## src/rtl/dummy_accelerator_sched.sv

```systemverilog
// Round-robin scheduler sharing one accelerator datapath between NUM_REQ requesters.
// Grants one request at a time, sequences the datapath for imm+1 cycles and returns a tagged response.
module dummy_accelerator_sched #(
  parameter int NUM_REQ = 2,
  parameter int DATA_W  = 32,
  parameter int IMM_W   = 3,
  parameter int ID_W    = $clog2(NUM_REQ)
) (
  input  logic                      clk_i,
  input  logic                      rst_ni,
  input  logic                      flush_i,
  input  logic [NUM_REQ-1:0]        req_valid_i,
  output logic [NUM_REQ-1:0]        req_ready_o,
  input  logic [NUM_REQ*DATA_W-1:0] req_data_i,
  input  logic [NUM_REQ*IMM_W-1:0]  req_imm_i,
  output logic                      acc_start_o,
  output logic [DATA_W-1:0]         acc_data_o,
  output logic [IMM_W-1:0]          acc_imm_o,
  input  logic [DATA_W-1:0]         acc_result_i,
  output logic                      rsp_valid_o,
  input  logic                      rsp_ready_i,
  output logic [DATA_W-1:0]         rsp_data_o,
  output logic [ID_W-1:0]           rsp_id_o,
  output logic                      busy_o
);

  typedef enum logic [1:0] {
    IDLE,
    BUSY,
    RESP
  } state_e;

  state_e            state_q;
  logic [ID_W-1:0]   ptr_q;
  logic [ID_W-1:0]   id_q;
  logic [DATA_W-1:0] data_q;
  logic [IMM_W-1:0]  imm_q;
  logic [DATA_W-1:0] result_q;
  logic [IMM_W-1:0]  cnt_q;
  logic              start_q;

  logic [DATA_W-1:0] req_data_arr [NUM_REQ];
  logic [IMM_W-1:0]  req_imm_arr  [NUM_REQ];
  logic              grant_found;
  logic [ID_W-1:0]   grant_idx;
  logic [ID_W:0]     ptr_sum;
  logic [ID_W-1:0]   ptr_next;
  logic              handshake;

  for (genvar k = 0; k < NUM_REQ; k++) begin : g_unpack
    assign req_data_arr[k] = req_data_i[k*DATA_W +: DATA_W];
    assign req_imm_arr[k]  = req_imm_i[k*IMM_W +: IMM_W];
  end

  // Search from the pointer upward; the extra index bit lets the sum wrap for any NUM_REQ.
  always_comb begin : grant_search
    logic [ID_W:0] idx;
    grant_found = 1'b0;
    grant_idx   = '0;
    idx         = '0;
    for (int i = 0; i < NUM_REQ; i++) begin
      idx = {1'b0, ptr_q} + (ID_W+1)'(i);
      if (idx >= (ID_W+1)'(NUM_REQ)) begin
        idx = idx - (ID_W+1)'(NUM_REQ);
      end
      if (!grant_found && req_valid_i[idx[ID_W-1:0]]) begin
        grant_found = 1'b1;
        grant_idx   = idx[ID_W-1:0];
      end
    end
  end

  always_comb begin
    ptr_sum  = {1'b0, grant_idx} + (ID_W+1)'(1);
    ptr_next = (ptr_sum >= (ID_W+1)'(NUM_REQ)) ? '0 : ptr_sum[ID_W-1:0];
  end

  assign handshake = (state_q == IDLE) && !flush_i && grant_found;

  always_comb begin
    req_ready_o = '0;
    if (handshake) begin
      req_ready_o[grant_idx] = 1'b1;
    end
  end

  // Flush overrides every transition, including a response handshake in RESP.
  always_ff @(posedge clk_i or negedge rst_ni) begin
    if (!rst_ni) begin
      state_q  <= IDLE;
      ptr_q    <= '0;
      id_q     <= '0;
      data_q   <= '0;
      imm_q    <= '0;
      result_q <= '0;
      cnt_q    <= '0;
      start_q  <= 1'b0;
    end else begin
      start_q <= 1'b0;
      if (flush_i) begin
        state_q <= IDLE;
        cnt_q   <= '0;
      end else begin
        case (state_q)
          IDLE: begin
            if (handshake) begin
              data_q  <= req_data_arr[grant_idx];
              imm_q   <= req_imm_arr[grant_idx];
              cnt_q   <= req_imm_arr[grant_idx];
              id_q    <= grant_idx;
              ptr_q   <= ptr_next;
              start_q <= 1'b1;
              state_q <= BUSY;
            end
          end
          BUSY: begin
            if (cnt_q == '0) begin
              result_q <= acc_result_i;
              state_q  <= RESP;
            end else begin
              cnt_q <= cnt_q - 1'b1;
            end
          end
          RESP: begin
            if (rsp_ready_i) begin
              state_q <= IDLE;
            end
          end
          default: state_q <= IDLE;
        endcase
      end
    end
  end

  assign acc_start_o = start_q;
  assign acc_data_o  = data_q;
  assign acc_imm_o   = imm_q;
  assign rsp_valid_o = (state_q == RESP);
  assign rsp_data_o  = result_q;
  assign rsp_id_o    = id_q;
  assign busy_o      = (state_q != IDLE);

endmodule

```

## config.mk

```make
export PLATFORM = sky130hd
export DESIGN_NAME = dummy_accelerator_sched
export DESIGN_NICKNAME = d
export VERILOG_FILES = /design/src/rtl/dummy_accelerator_sched.sv
export SDC_FILE = /design/constraint.sdc
export NUM_CORES = 1
export LEC_CHECK = 0
export ABC_AREA = 1
export ABC_CLOCK_PERIOD_IN_PS = 1500
export CAP_MARGIN = 20
export CELL_PAD_IN_SITES_DETAIL_PLACEMENT = 1
export CELL_PAD_IN_SITES_GLOBAL_PLACEMENT = 1
export CORE_ASPECT_RATIO = 1.75
export CORE_MARGIN = 2
export CORE_UTILIZATION = 29
export CTS_BUF_LIST = sky130_fd_sc_hd__clkbuf_4
export DETAILED_ROUTE_END_ITERATION = 6
export HOLD_SLACK_MARGIN = 0.02
export PLACE_DENSITY = 0.82
export SLEW_MARGIN = 10
export SYNTH_ARGS = -nofsm -noshare
export SYNTH_HDL_FRONTEND = slang
export SYNTH_SLANG_ARGS = --single-unit
```

## constraint.sdc

```tcl
create_clock -name clk_i -period 1.5 [get_ports clk_i]
set_input_delay 0.225 -clock clk_i [delete_from_list [all_inputs] [get_ports clk_i]]
set_output_delay 0.225 -clock clk_i [all_outputs]
set_load 0.005 [all_outputs]
```

==> flow_metrics.tcl <==
set metrics [dict create \
    fp.dieW_um 88.27 \
    holdCritPathClass "in -> async" \
    final-seq-area_um2 1877 \
    port_buffers 180 \
    outcome "finished with violations" \
    reported_leakage_power_nw 3.409 \
    worstMarginPinSlew_ps 420.6 \
    setup.worst_path.start_class "flop" \
    ctsLongestPathBuffers 2 \
    cp-startpoint "state_q[0]" \
    synth-xor-area-share_pct 0 \
    netlist_area_um2 3603 \
    tritoncts.num_buffers 9 \
    rows 53 \
    hold_viol 0 \
    drt_iter0_drc 127 \
    dpl_cell_area_um2 5595 \
    clk_pin_slew_ps 130 \
    post-dp-hpwl_um 9000 \
    initial_utilization_pct 29.86 \
    grt_first_pass_wirelength_um 19020 \
    syn2layout_area_growth_pct 76.39 \
    drc_errors 0 \
    detail-route-antenna-nets 0 \
    timing.reg2reg.setup_slack_ps -10 \
    firstDrtPassIters 6 \
    io_pins 181 \
    setup_ws_ps -231.6 \
    cp_data_arrival_time_ps 1510 \
    multi_input_comb_area_um2 1551 \
    slew_headroom_pct 71.96 \
    post-route-min-period_ps 1732 \
    cts_htree_levels 3 \
    r2r_cells 9 \
    share_of_synthesized_cell_area_in_full_adder_half_adder_and_majority_cells_pct 0.6944 \
    final_cell_area_um2 6356 \
    max_freq_ghz 0.5775 \
    clock_latency_ps 420 \
    rsz0062_at_grt "yes" \
    routed-via-count 3881 \
    post_synth.cell_area_avg_um2 7.851 \
    number_of_global_route_vias_before_repair 4078 \
    yosys_register_bits 75 \
    die_h_um 151.5 \
    post_synth_inst_count 459 \
    fin_worst_skew_ps 21.70 \
    synth_top_family_by_area "simple AND/OR/NAND/NOR gates" \
    cts_tree "built" \
    ir_worst_vdd_mv 0.5132 \
    fillCellCount 1430 \
    synth_compound_gate_area_share_pct 6.424 \
    final_nets 796 \
    cts.sink_count 75 \
    failed_checks "setup timing" \
    grt_overflow 0 \
    critical_path.endpoint_type "primary output" \
    synth.lib_cells_used.distinct 21 \
    muxShareOfSynthArea_pct 0 \
    synthesis.yosys.warnings 0 \
    fraction_of_final_layout_cells_sized_beyond_drive_strength_1_pct 19.42 \
    cts-root-buf "sky130_fd_sc_hd__clkbuf_4" \
    grt_start_max_net_pins 76 \
    final-setup-viol-count 6 \
    power_total_mw 10.19 \
    synth-seq-area-share_pct 52.08 \
    critical_path_rt_ps 1270 \
    viasPerCell 4.534 \
    die-area_um2 13370 \
    synth_simple_gate_area_share_pct 31.11 \
    gp_congestion 0.7532 \
    power_density_nw_per_um2 1603 \
    track_usage_pct 18.27 \
    worst_setup_path_endpoint "req_ready_o[0]" \
    core_region_area_um2 12070 \
    timing.max_cap.violations 0 \
    grt_antenna_before_repair 1 \
    timing.setup.critical_path_class "reg -> out" \
    min_period_over_period_pct 115.4 \
    totalWireLength_um 13820 \
    drv_slew 0 \
    synth_nets 569 \
    dr_wl_cell_um 16.15 \
    regToRegEndpoint "cnt_q[1]" \
    r2r-start "state_q[0]" \
    critical_path_peak_fanout 2 \
]
[per-layer routing]
layer / wire length [um] / share of wire, % / global-route usage (%) / vias up
met5: 0 / 0 / 0 / -
met4: 376 / 2.7 / 7.500 / 0
met3: 723 / 5.2 / 3.413 / 25
met2: 7986 / 58 / 35.30 / 139
met1: 4738 / 34 / 18.53 / 1853
li1: - / - / - / 1864
[cell families (layout without fill, tap and decap cells)]
group | count (synthesis) | in the layout
AO/OA/AOI/OAI | 36 | 36
adder cells (fa/ha/maj) | 2 | 2
buffers and inverters | 72 | 301
flip-flops | 75 | 75
other | 0 | 1
AND/OR/NAND/NOR | 274 | 276
[final cells by class]
class,count,share of cell area [%]
antenna,1,0.03937
inverter,48,2.874
multi-input combinational,314,24.41
timing repair buffer,238,37.48
tap,165,3.248
clock inverter,3,1.004
clock buffer,12,1.417
sequential,75,29.53
[synthesized netlist by cell type]
cell / number / area share, %
sky130_fd_sc_hd__nand2_1: 221 / 23
sky130_fd_sc_hd__dfrtp_1: 75 / 52
sky130_fd_sc_hd__inv_1: 44 / 4.6
sky130_fd_sc_hd__nand3_1: 41 / 5.7
sky130_fd_sc_hd__o21ai_0: 15 / 2.1
sky130_fd_sc_hd__o21ai_2: 13 / 3.2
sky130_fd_sc_hd__buf_2: 7 / 0.97
sky130_fd_sc_hd__buf_6: 7 / 2.2
sky130_fd_sc_hd__o21ai_1: 7 / 0.97
sky130_fd_sc_hd__clkbuf_1: 6 / 0.62
sky130_fd_sc_hd__buf_4: 4 / 0.83
sky130_fd_sc_hd__nand2_2: 4 / 0.69
sky130_fd_sc_hd__inv_2: 3 / 0.31
sky130_fd_sc_hd__nor2_1: 3 / 0.31
sky130_fd_sc_hd__ha_1: 2 / 0.69
sky130_fd_sc_hd__nor2_4: 2 / 0.62
sky130_fd_sc_hd__inv_4: 1 / 0.17
sky130_fd_sc_hd__nand2_4: 1 / 0.31
sky130_fd_sc_hd__nand3_2: 1 / 0.28
sky130_fd_sc_hd__o31ai_1: 1 / 0.21
sky130_fd_sc_hd__or2_2: 1 / 0.17
[critical path: stages, from the launching register on]
cell,delay [ps]
sky130_fd_sc_hd__dfrtp_1,410
sky130_fd_sc_hd__inv_2,90
sky130_fd_sc_hd__nand2_4,70
sky130_fd_sc_hd__nor2_4,110
sky130_fd_sc_hd__buf_6,120
sky130_fd_sc_hd__nand2_4,50
sky130_fd_sc_hd__inv_4,50
sky130_fd_sc_hd__nand2_2,50
sky130_fd_sc_hd__inv_2,50
sky130_fd_sc_hd__buf_6,90
[power breakdown]
group / switching (mW) / leakage, nW / internal, mW
registers: 0.512 / 0.943 / 2.93
clock network: 0.688 / 0.0851 / 0.721
logic: 2.50 / 2.38 / 2.84
total: 3.70 / 3.41 / 6.49
[sequential cells by signal, summed over array words and instances (netlist names)]
register and count:
acc_start_o 1, rsp_data_o 32, cnt_q 3, rsp_id_o 1
acc_imm_o 3, state_q 2, ptr_q 1, acc_data_o 32
[through the flow]
stage          setup WS, ps  hold slack, ps  TNS, ps  std cells  utilization [%]
2_1_floorplan         175.1          -70.59        0        459                -
3_3_place_gp         -364.3           273.6    -7468        797            46.36
3_5_place_dp         -379.5           282.8   -12110        797            46.36
4_1_cts              -236.5           309.2   -496.2        835            48.78
5_1_grt              -325.5           297.3    -2433        856            52.66
6_report             -231.6           335.1   -586.0        856            52.66
[cell usage in the layout (no fill, tap or decap), drive strengths merged]
master,count
bufinv,2
o21ai,35
clkbuf,20
nand3,44
clkdlybuf4s50,106
or2,1
dlygate4sd3,1
o31ai,1
clkinv,1
buf,54
dlygate4sd2,69
ha,2
nand2,226
diode,1
inv,48
nor2,5
dfrtp,75
[worst min path at each step]
stage / start / endpoint / slack [ps]
final: rst_ni / rsp_data_o[19] / 340
after detailed placement: rst_ni / rsp_data_o[19] / 280
after floorplan: rst_ni / acc_data_o[0] / -70
after CTS: acc_result_i[11] / rsp_data_o[11] / 310
after global routing: acc_result_i[11] / rsp_data_o[11] / 300
after global placement: rst_ni / rsp_data_o[21] / 270
[timing repair]
| action | 4_1_cts | 5_1_grt |
|---|---|---|
| endpoints found under the hold margin | 75 | 0 |
| setup buffers | 22 | 11 |
| endpoints found under the setup margin | 74 | 74 |
| pin swaps | 2 | 5 |
| hold buffers | 1 | 0 |
| gates cloned | 0 | 14 |
| resized for setup | 101 | 53 |
No activity file was read; power rests on OpenSTA's default activity.
